--- src/rtl/unpool_pkg.sv ---
// Shared types and defaults for the unpooler (nearest-neighbour upsampler).
// Optional build macro: UNPOOL_ZERO_FILL_EN selects sparse max-unpooling.
package unpool_pkg;

    typedef enum logic [0:0] {
        LOAD   = 1'b0,
        REPLAY = 1'b1
    } unpool_state_e;

    localparam int DEF_M  = 12;
    localparam int DEF_P  = 3;
    localparam int DEF_DW = 32;
    localparam int DEF_N  = DEF_M / DEF_P;

    // Counter width for a 0..n-1 range; never narrower than one bit.
    function automatic int cnt_w(input int n);
        return (n > 1) ? $clog2(n) : 1;
    endfunction

endpackage

--- src/rtl/unpool_line_buf.sv ---
// One pooled row of values, written while a window row is loaded and read back
// for the replayed sub-rows. Storage is deliberately not reset.
module unpool_line_buf
    import unpool_pkg::*;
#(
    parameter int N  = DEF_N,
    parameter int DW = DEF_DW,
    parameter int AW = cnt_w(N)
) (
    input  logic          clk,
    input  logic          we,
    input  logic [AW-1:0] wr_addr,
    input  logic [DW-1:0] wr_data,
    input  logic [AW-1:0] rd_addr,
    output logic [DW-1:0] rd_data
);

    logic [DW-1:0] mem_q [N];

    always_ff @(posedge clk) begin
        if (we) begin
            mem_q[wr_addr] <= wr_data;
        end
    end

    assign rd_data = mem_q[rd_addr];

endmodule

--- src/rtl/unpooler.sv ---
// Upsamples an (M/P)x(M/P) raster stream to MxM by replicating each value over its PxP window.
// Define UNPOOL_ZERO_FILL_EN for sparse unpooling (value at window top-left, zeros elsewhere).
module unpooler
    import unpool_pkg::*;
#(
    parameter int M  = DEF_M,
    parameter int P  = DEF_P,
    parameter int DW = DEF_DW
) (
    input  logic          clk,
    input  logic          master_rst,
    input  logic          ce,
    input  logic [DW-1:0] data_in,
    input  logic          in_valid,
    output logic          in_ready,
    output logic [DW-1:0] data_out,
    output logic          valid_op,
    output logic          end_op
);

    localparam int N  = M / P;
    localparam int CW = cnt_w(P);
    localparam int AW = cnt_w(N);

    localparam logic [CW-1:0] CREP_MAX = CW'(P - 1);
    localparam logic [AW-1:0] POS_MAX  = AW'(N - 1);

    if (P < 1 || (M % P) != 0) begin : g_bad_cfg
        $error("unpooler: M must be a positive multiple of P");
    end

    unpool_state_e state_q, state_d;
    logic [CW-1:0] crep_q, crep_d;
    logic [AW-1:0] col_q, col_d;
    logic [CW-1:0] srow_q, srow_d;
    logic [AW-1:0] row_q, row_d;
    logic [DW-1:0] data_out_q, data_out_d;
    logic          valid_op_q, valid_op_d;
    logic          end_op_q, end_op_d;
    // Holds in_ready low for the first cycle after reset so reset reads as not-ready.
    logic          rdy_q, rdy_d;

    logic          crep_last, col_last, srow_last, row_last;
    logic          fire;
    logic          emit;
    logic [DW-1:0] beat_val;

    assign crep_last = (crep_q == CREP_MAX);
    assign col_last  = (col_q == POS_MAX);
    assign srow_last = (srow_q == CREP_MAX);
    assign row_last  = (row_q == POS_MAX);

    assign in_ready = ce & ~master_rst & rdy_q & (state_q == LOAD) & (crep_q == '0);
    assign fire     = in_valid & in_ready;

`ifdef UNPOOL_ZERO_FILL_EN
    always_comb begin
        emit     = 1'b0;
        beat_val = '0;
        if (state_q == LOAD) begin
            if (crep_q == '0) begin
                emit     = fire;
                beat_val = data_in;
            end else begin
                emit = ce;
            end
        end else begin
            emit = ce;
        end
    end
`else
    logic [DW-1:0] hold_q, hold_d;
    logic [DW-1:0] lb_rd_data;

    unpool_line_buf #(
        .N  (N),
        .DW (DW),
        .AW (AW)
    ) u_line_buf (
        .clk     (clk),
        .we      (fire),
        .wr_addr (col_q),
        .wr_data (data_in),
        .rd_addr (col_q),
        .rd_data (lb_rd_data)
    );

    always_comb begin
        hold_d = fire ? data_in : hold_q;
    end

    always_ff @(posedge clk) begin
        if (master_rst) begin
            hold_q <= '0;
        end else begin
            hold_q <= hold_d;
        end
    end

    always_comb begin
        emit     = 1'b0;
        beat_val = '0;
        if (state_q == LOAD) begin
            if (crep_q == '0) begin
                emit     = fire;
                beat_val = data_in;
            end else begin
                emit     = ce;
                beat_val = hold_q;
            end
        end else begin
            emit     = ce;
            beat_val = lb_rd_data;
        end
    end
`endif

    always_comb begin
        state_d    = state_q;
        crep_d     = crep_q;
        col_d      = col_q;
        srow_d     = srow_q;
        row_d      = row_q;
        data_out_d = data_out_q;
        valid_op_d = 1'b0;
        end_op_d   = 1'b0;
        rdy_d      = 1'b1;

        if (emit) begin
            data_out_d = beat_val;
            valid_op_d = 1'b1;
            end_op_d   = crep_last & col_last & srow_last & row_last;

            crep_d = crep_last ? '0 : crep_q + 1'b1;
            if (crep_last) begin
                col_d = col_last ? '0 : col_q + 1'b1;
                if (col_last) begin
                    srow_d = srow_last ? '0 : srow_q + 1'b1;
                    // With P == 1 srow_last is always true, so REPLAY is never entered.
                    state_d = srow_last ? LOAD : REPLAY;
                    if (srow_last) begin
                        row_d = row_last ? '0 : row_q + 1'b1;
                    end
                end
            end
        end
    end

    always_ff @(posedge clk) begin
        if (master_rst) begin
            state_q    <= LOAD;
            crep_q     <= '0;
            col_q      <= '0;
            srow_q     <= '0;
            row_q      <= '0;
            data_out_q <= '0;
            valid_op_q <= 1'b0;
            end_op_q   <= 1'b0;
            rdy_q      <= 1'b0;
        end else begin
            state_q    <= state_d;
            crep_q     <= crep_d;
            col_q      <= col_d;
            srow_q     <= srow_d;
            row_q      <= row_d;
            data_out_q <= data_out_d;
            valid_op_q <= valid_op_d;
            end_op_q   <= end_op_d;
            rdy_q      <= rdy_d;
        end
    end

    assign data_out = data_out_q;
    assign valid_op = valid_op_q;
    assign end_op   = end_op_q;

endmodule

--- config.mk ---
export PLATFORM = sky130hd
export DESIGN_NAME = unpooler
export DESIGN_NICKNAME = d
export VERILOG_FILES = /design/src/rtl/unpool_pkg.sv /design/src/rtl/unpool_line_buf.sv /design/src/rtl/unpooler.sv
export SDC_FILE = /design/constraint.sdc
export NUM_CORES = 1
export LEC_CHECK = 0
export CORE_ASPECT_RATIO = 1.75
export CORE_MARGIN = 2
export CORE_UTILIZATION = 51
export DETAILED_ROUTE_END_ITERATION = 8
export DONT_BUFFER_PORTS = 1
export GPL_TIMING_DRIVEN = 0
export PLACE_DENSITY = 0.69
export SYNTH_ARGS = -nofsm -noshare
export SYNTH_HDL_FRONTEND = slang
export SYNTH_HIERARCHICAL = 1
export SYNTH_SLANG_ARGS = --single-unit
export TNS_END_PERCENT = 30
--- constraint.sdc ---
create_clock -name clk -period 5.4 [get_ports clk]
set_input_delay 1.62 -clock clk [delete_from_list [all_inputs] [get_ports clk]]
set_output_delay 1.62 -clock clk [all_outputs]
set_load 0.03 [all_outputs]
Word level (Yosys, flattened, before mapping)
Memories as Yosys holds them, arrays and structs flattened. A register that Yosys moved wholly into a read port is not among the register bits.
Index checks and enable logic that the tools add are counted.
- memories kept: 1
- memory bits (writable): 128
- word-level logic and storage cells: 50
- output and inout bits: 35
- flip-flop bits (word level): 76
- memory bits (read-only): 0
- bits of input ports: 36
- latch bits: 0
- shift operators: 0
- bitwise gates (word level): 11
- add/subtract/negate cells: 4
- magnitude comparators: 0
- reduce and logical (&&, ||, !) cells: 5
- div/mod/pow operators: 0
- eq/ne operators: 4
- multiplexer cells: 15
- multiply operators: 0
- memories (name ; words ; width ; rd ports ; clocked after Yosys merged registers in ; write ports ; line ; source):
    u_line_buf.mem_q ; 4 ; 32 ; 1 ; 1 ; 1 ; unpool_line_buf.sv:18 ; logic [DW-1:0] mem_q [N];
- operators with widths (kind ; number):
    $mux 32 ; 2
    $mux 2 ; 6
    $add 2x1->2 const B ; 4
    $and 1x1->1 ; 8
    $eq 2x2->1 const B ; 4
    $mux 1 ; 7
    $reduce_and 4->1 ; 1
    $not 1->1 ; 3
    $reduce_and 3->1 ; 1
    $logic_not 2->1 ; 1
    $reduce_and 2->1 ; 1
    $reduce_or 2->1 ; 1

Longest topological paths before layout
- word-level depth: 11
- depth in mapped cells: 6
- mapped depth without buffers: 4

Modules after synthesis
Netlist, hierarchy kept.
- modules (own cells, without submodules) (module ; cells each ; instances ; area each (um^2)):
    unpool_line_buf ; 171 ; 1 ; 4689.5
    unpooler ; 458 ; 1 ; 4005.1

Least setup slack after synthesis
No wires, ideal clock.
- kind: input to register
- start: input master_rst
- end: memory u_line_buf/mem_q[0][0] (netlist bit) (enable)
- setup time: 0.468 ns
- data arrival time: 5.020 ns
- required time: 4.932 ns
- setup slack: -0.088 ns
- stages on the path: 5
- cells stage by stage: clkbuf_1 or4b_1 buf_2 nor2_1 nor3b_1
- cells in the longest elaborated chain, start to end: 8
- ends and longest elaborated chain (item ; line ; source):
    start, declared ; unpooler.sv:11 ; input logic master_rst,
    $not 1->1 ; unpooler.sv:53 ; assign in_ready = ce & ~master_rst & rdy_q & (state_q == LOAD) & (crep_q == '0);
    $and 1x1->1 (4 in a row) ; unpooler.sv:53 ;
    $and 1x1->1 ; unpooler.sv:54 ; assign fire = in_valid & in_ready;
    named net fire ; unpooler.sv:44 ; logic fire;
    $mux 1 ; unpool_line_buf.sv:21 ; if (we) begin
    $mux 1 (implied by the code) ; unpool_line_buf.sv:22 ; mem_q[wr_addr] <= wr_data;
    end, declared ; unpool_line_buf.sv:18 ;
The timed path passes the listed nets, and every way through them passes these cells.

Final worst setup path
- start: input master_rst
- end: output in_ready
- cells in the longest elaborated chain, start to end: 5
- ends and longest elaborated chain (item ; line ; source):
    $not 1->1 ; unpooler.sv:53 ;
    $and 1x1->1 (4 in a row) ; unpooler.sv:53 ;
    end, declared ; unpooler.sv:15 ; output logic in_ready,
No other way between the ends.

==> impl_metrics.yaml <==
flow_run:
  max-cap-violations: 0
place:
  place.gp.congestion: 0.866
  hpwl_um: 14000
  port_buffers: 0
  place_ws_ns: 0.149
  place_area_sq_um: 9110
grt:
  antenna_found_initial: 1
  grt_max_degree: 22
  grtUsageMet3_pct: 4.94
  grt_pass1_vias: 5683
  grt_usage_pct: 22.8
  top_usage_layer: "met2"
  grt_pass1_wl_um: 31100
  met1_usage_pct: 25.6
  met2_usage_pct: 41.7
  grt_overflow_total: 0
power:
  switchingPower_uw: 715
  sw_frac_of_total_pct: 20.7
  ir_worst_vdd_uv: 253
  power_uw: 3460
  p_int_uw: 2750
  p_per_area_nw_per_um2: 351
  share_comb_of_total_power_pct: 4.5
  power_frac_seq_pct: 49.5
  p_leak_uw: 0.00322
  power.share.clock_pct: 46.0
clocking:
  post_cts_resized: 0
  cts.sinks: 204
  cts_htree_levels: 1
  cts_tree: "built"
  cts_hold_buf: 0
  clock_tree.root_cell: "clkbuf_16"
  ctsLongestPathBuffers: 3
  postCtsSetupBuffers: 0
  path_clk_slew_ns: 0.06
  insertion_delay_ns: 0.50
  numCtsBuffers: 20
floorplanning:
  num_rows: 63
  start_util_pct: 51.8
  die_w_um: 103
  die_area_sq_um: 18100
  io_pins: 71
  core_area_sq_um: 16800
  die_y_um: 177
synth:
  synth_common_cells: "128 x edfxtp_1, 76 x dfxtp_1, 64 x nor2b_1"
  synth_xor_area_share_pct: 0
  synth-compound-area-share_pct: 9.67
  synth.most_common_cell: "edfxtp_1"
  yosysUniqueCellTypes: 39
  synth_seq_area_share_pct: 61.7
  yosys.area.top_type: "edfxtp_1"
  synth_top_family_by_area: "multiplexers"
  ys.flop_type: "edfxtp_1"
  syn_avg_cell_area_sq_um: 13.8
  syn-num-nets: 667
  synth.top_cell.area_share_pct: 44.2
  synthTopCellsByArea: "edfxtp_1 44%, dfxtp_1 17%, mux4_2 7.8%"
  ys_ff_latch: 204
  synth_mux_area_share_pct: 12.6
  yosys.area_share.simple_pct: 12.0
  async_flop_share_pct: 0
  synth_fa_ha_area_share_pct: 0.288
  synthesis.area_sq_um: 8690
  yosysWarnings: 6
  synth_cells: 629
  synth-edff-count: 128
sta:
  whs_ns: 0.474
  hold_viol: 0
  setup_ws_ns: 0.130
  setup_violations: 0
  max-slew-margin-rel_pct: 29.7
  max_freq_mhz: 190
  rsz0062_at_grt: "no"
  finalSetupTns_ns: 0
  post-route-min-period_ns: 5.27
  tightestPinTransition_ns: 1.05
  slew_violations: 0
  clock_skew_ns: 0.0104
  period_share_pct: 97.6
finish:
  drive_above_1_share_pct: 18.7
  area_delta_synth_final_pct: 13.5
  fin_nets: 694
  finish.instance_area_sq_um: 9870
hold_path:
  min_path_type: "reg -> reg"
routing:
  detail-route-antenna-nets: 0
  vias: 5450
  wl_um: 20300
  dr.pass1.iters: 4
  wl_per_cell_um: 22.6
  post-route-drc-count: 0
  drt_iter0_markers: 290
  vias_per_cell: 6.07
status:
  status: "finished clean"
worst_setup_path:
  crit_path_end_kind: "output port"
  arrival_ns: 3.65
  worstPathMaxFanout: 10
  startpoint_type: "input pin"
  required_ns: 3.78
  worst-setup-path-type: "in -> out"
final timing paths:
kind                                                 to  depth (start not counted)  slack, ns       start
worst max-delay path                           in_ready                          5       0.13  master_rst
worst min-delay path                          hold_q[4]                          2       0.47   hold_q[4]
worst max register to register  u_line_buf/mem_q[0][10]                          7       2.37   crep_q[1]
worst min register to register                hold_q[4]                          2       0.47   hold_q[4]
final cells by class:
class / instances / area [sq um]
fill: 1303 / 6920
timing repair buffer: 5 / 118
buffer: 59 / 313
sequential: 204 / 5370
inverter: 2 / 7.51
multi-input combinational: 364 / 3020
clock buffer: 25 / 541
tap: 227 / 284
clock inverter: 11 / 215
antenna: 1 / 2.50
through the flow:
| stage | utilization [%] | instances |
|---|---|---|
| floorplan | - | 629 |
| global placement | 53.5 | 856 |
| detailed placement | 54.3 | 861 |
| CTS | 58.8 | 897 |
| global route | 58.8 | 897 |
| finish | 58.8 | 898 |
layout by cell type, fill, tap and decap left out, types with 2 or more instances in the layout:
cell and instances:
a21oi_1 38, a311oi_1 32, and3b_2 2, buf_12 4, buf_16 3, buf_2 8
buf_6 4, bufinv_16 6, clkbuf_1 45, clkbuf_16 21, clkbuf_2 2, clkinv_2 2
dfxtp_1 76, edfxtp_1 128, ha_1 2, inv_1 2, mux2_1 29, mux2_2 3
mux4_1 2, mux4_2 30, nand2_1 3, nand2b_1 2, nand3_1 32, nand3b_1 4
nand4b_1 2, nor2_1 4, nor2b_1 64, o21ai_0 61, o21ai_1 6, or3_1 2
or3b_2 32
routing by layer:
layer	vias to the layer above	wire, um
met5	-	0
met4	0	624
met3	45	1150
met2	181	11300
met1	2756	7140
li1	2468	-
power groups by stage:
stage / clock network (uW) / logic [uW] / registers (uW)
2_1_floorplan: 0 / 113 / 1740
6_report: 1590 / 156 / 1710
3_5_place_dp: 0 / 156 / 1750
3_3_place_gp: 0 / 150 / 1750
4_1_cts: 1610 / 157 / 1710
5_1_grt: 1670 / 169 / 1710
state kept, by name, indices dropped and copies added (netlist names):
signal,count
col_q,2
crep_q,2
data_out,32
end_op,1
hold_q,32
rdy_q,1
row_q,2
srow_q,2
state_q,1
u_line_buf/mem_q,128
valid_op,1
kinds of logic after synthesis:
logic type               count (synthesis)
buffers and inverters                   61
flip-flops                             204
adder cells (fa/ha/maj)                  2
AND/OR/NAND/NOR                        156
multiplexers                            65
AO/OA/AOI/OAI                          141
worst max-delay path, cell delays in order:
cell and delay, ns:
clkbuf_1 0.23, or4b_1 0.53, buf_2 0.18, buf_2 0.20, nor3b_1 0.88
Power figures use the tool's default switching activity.
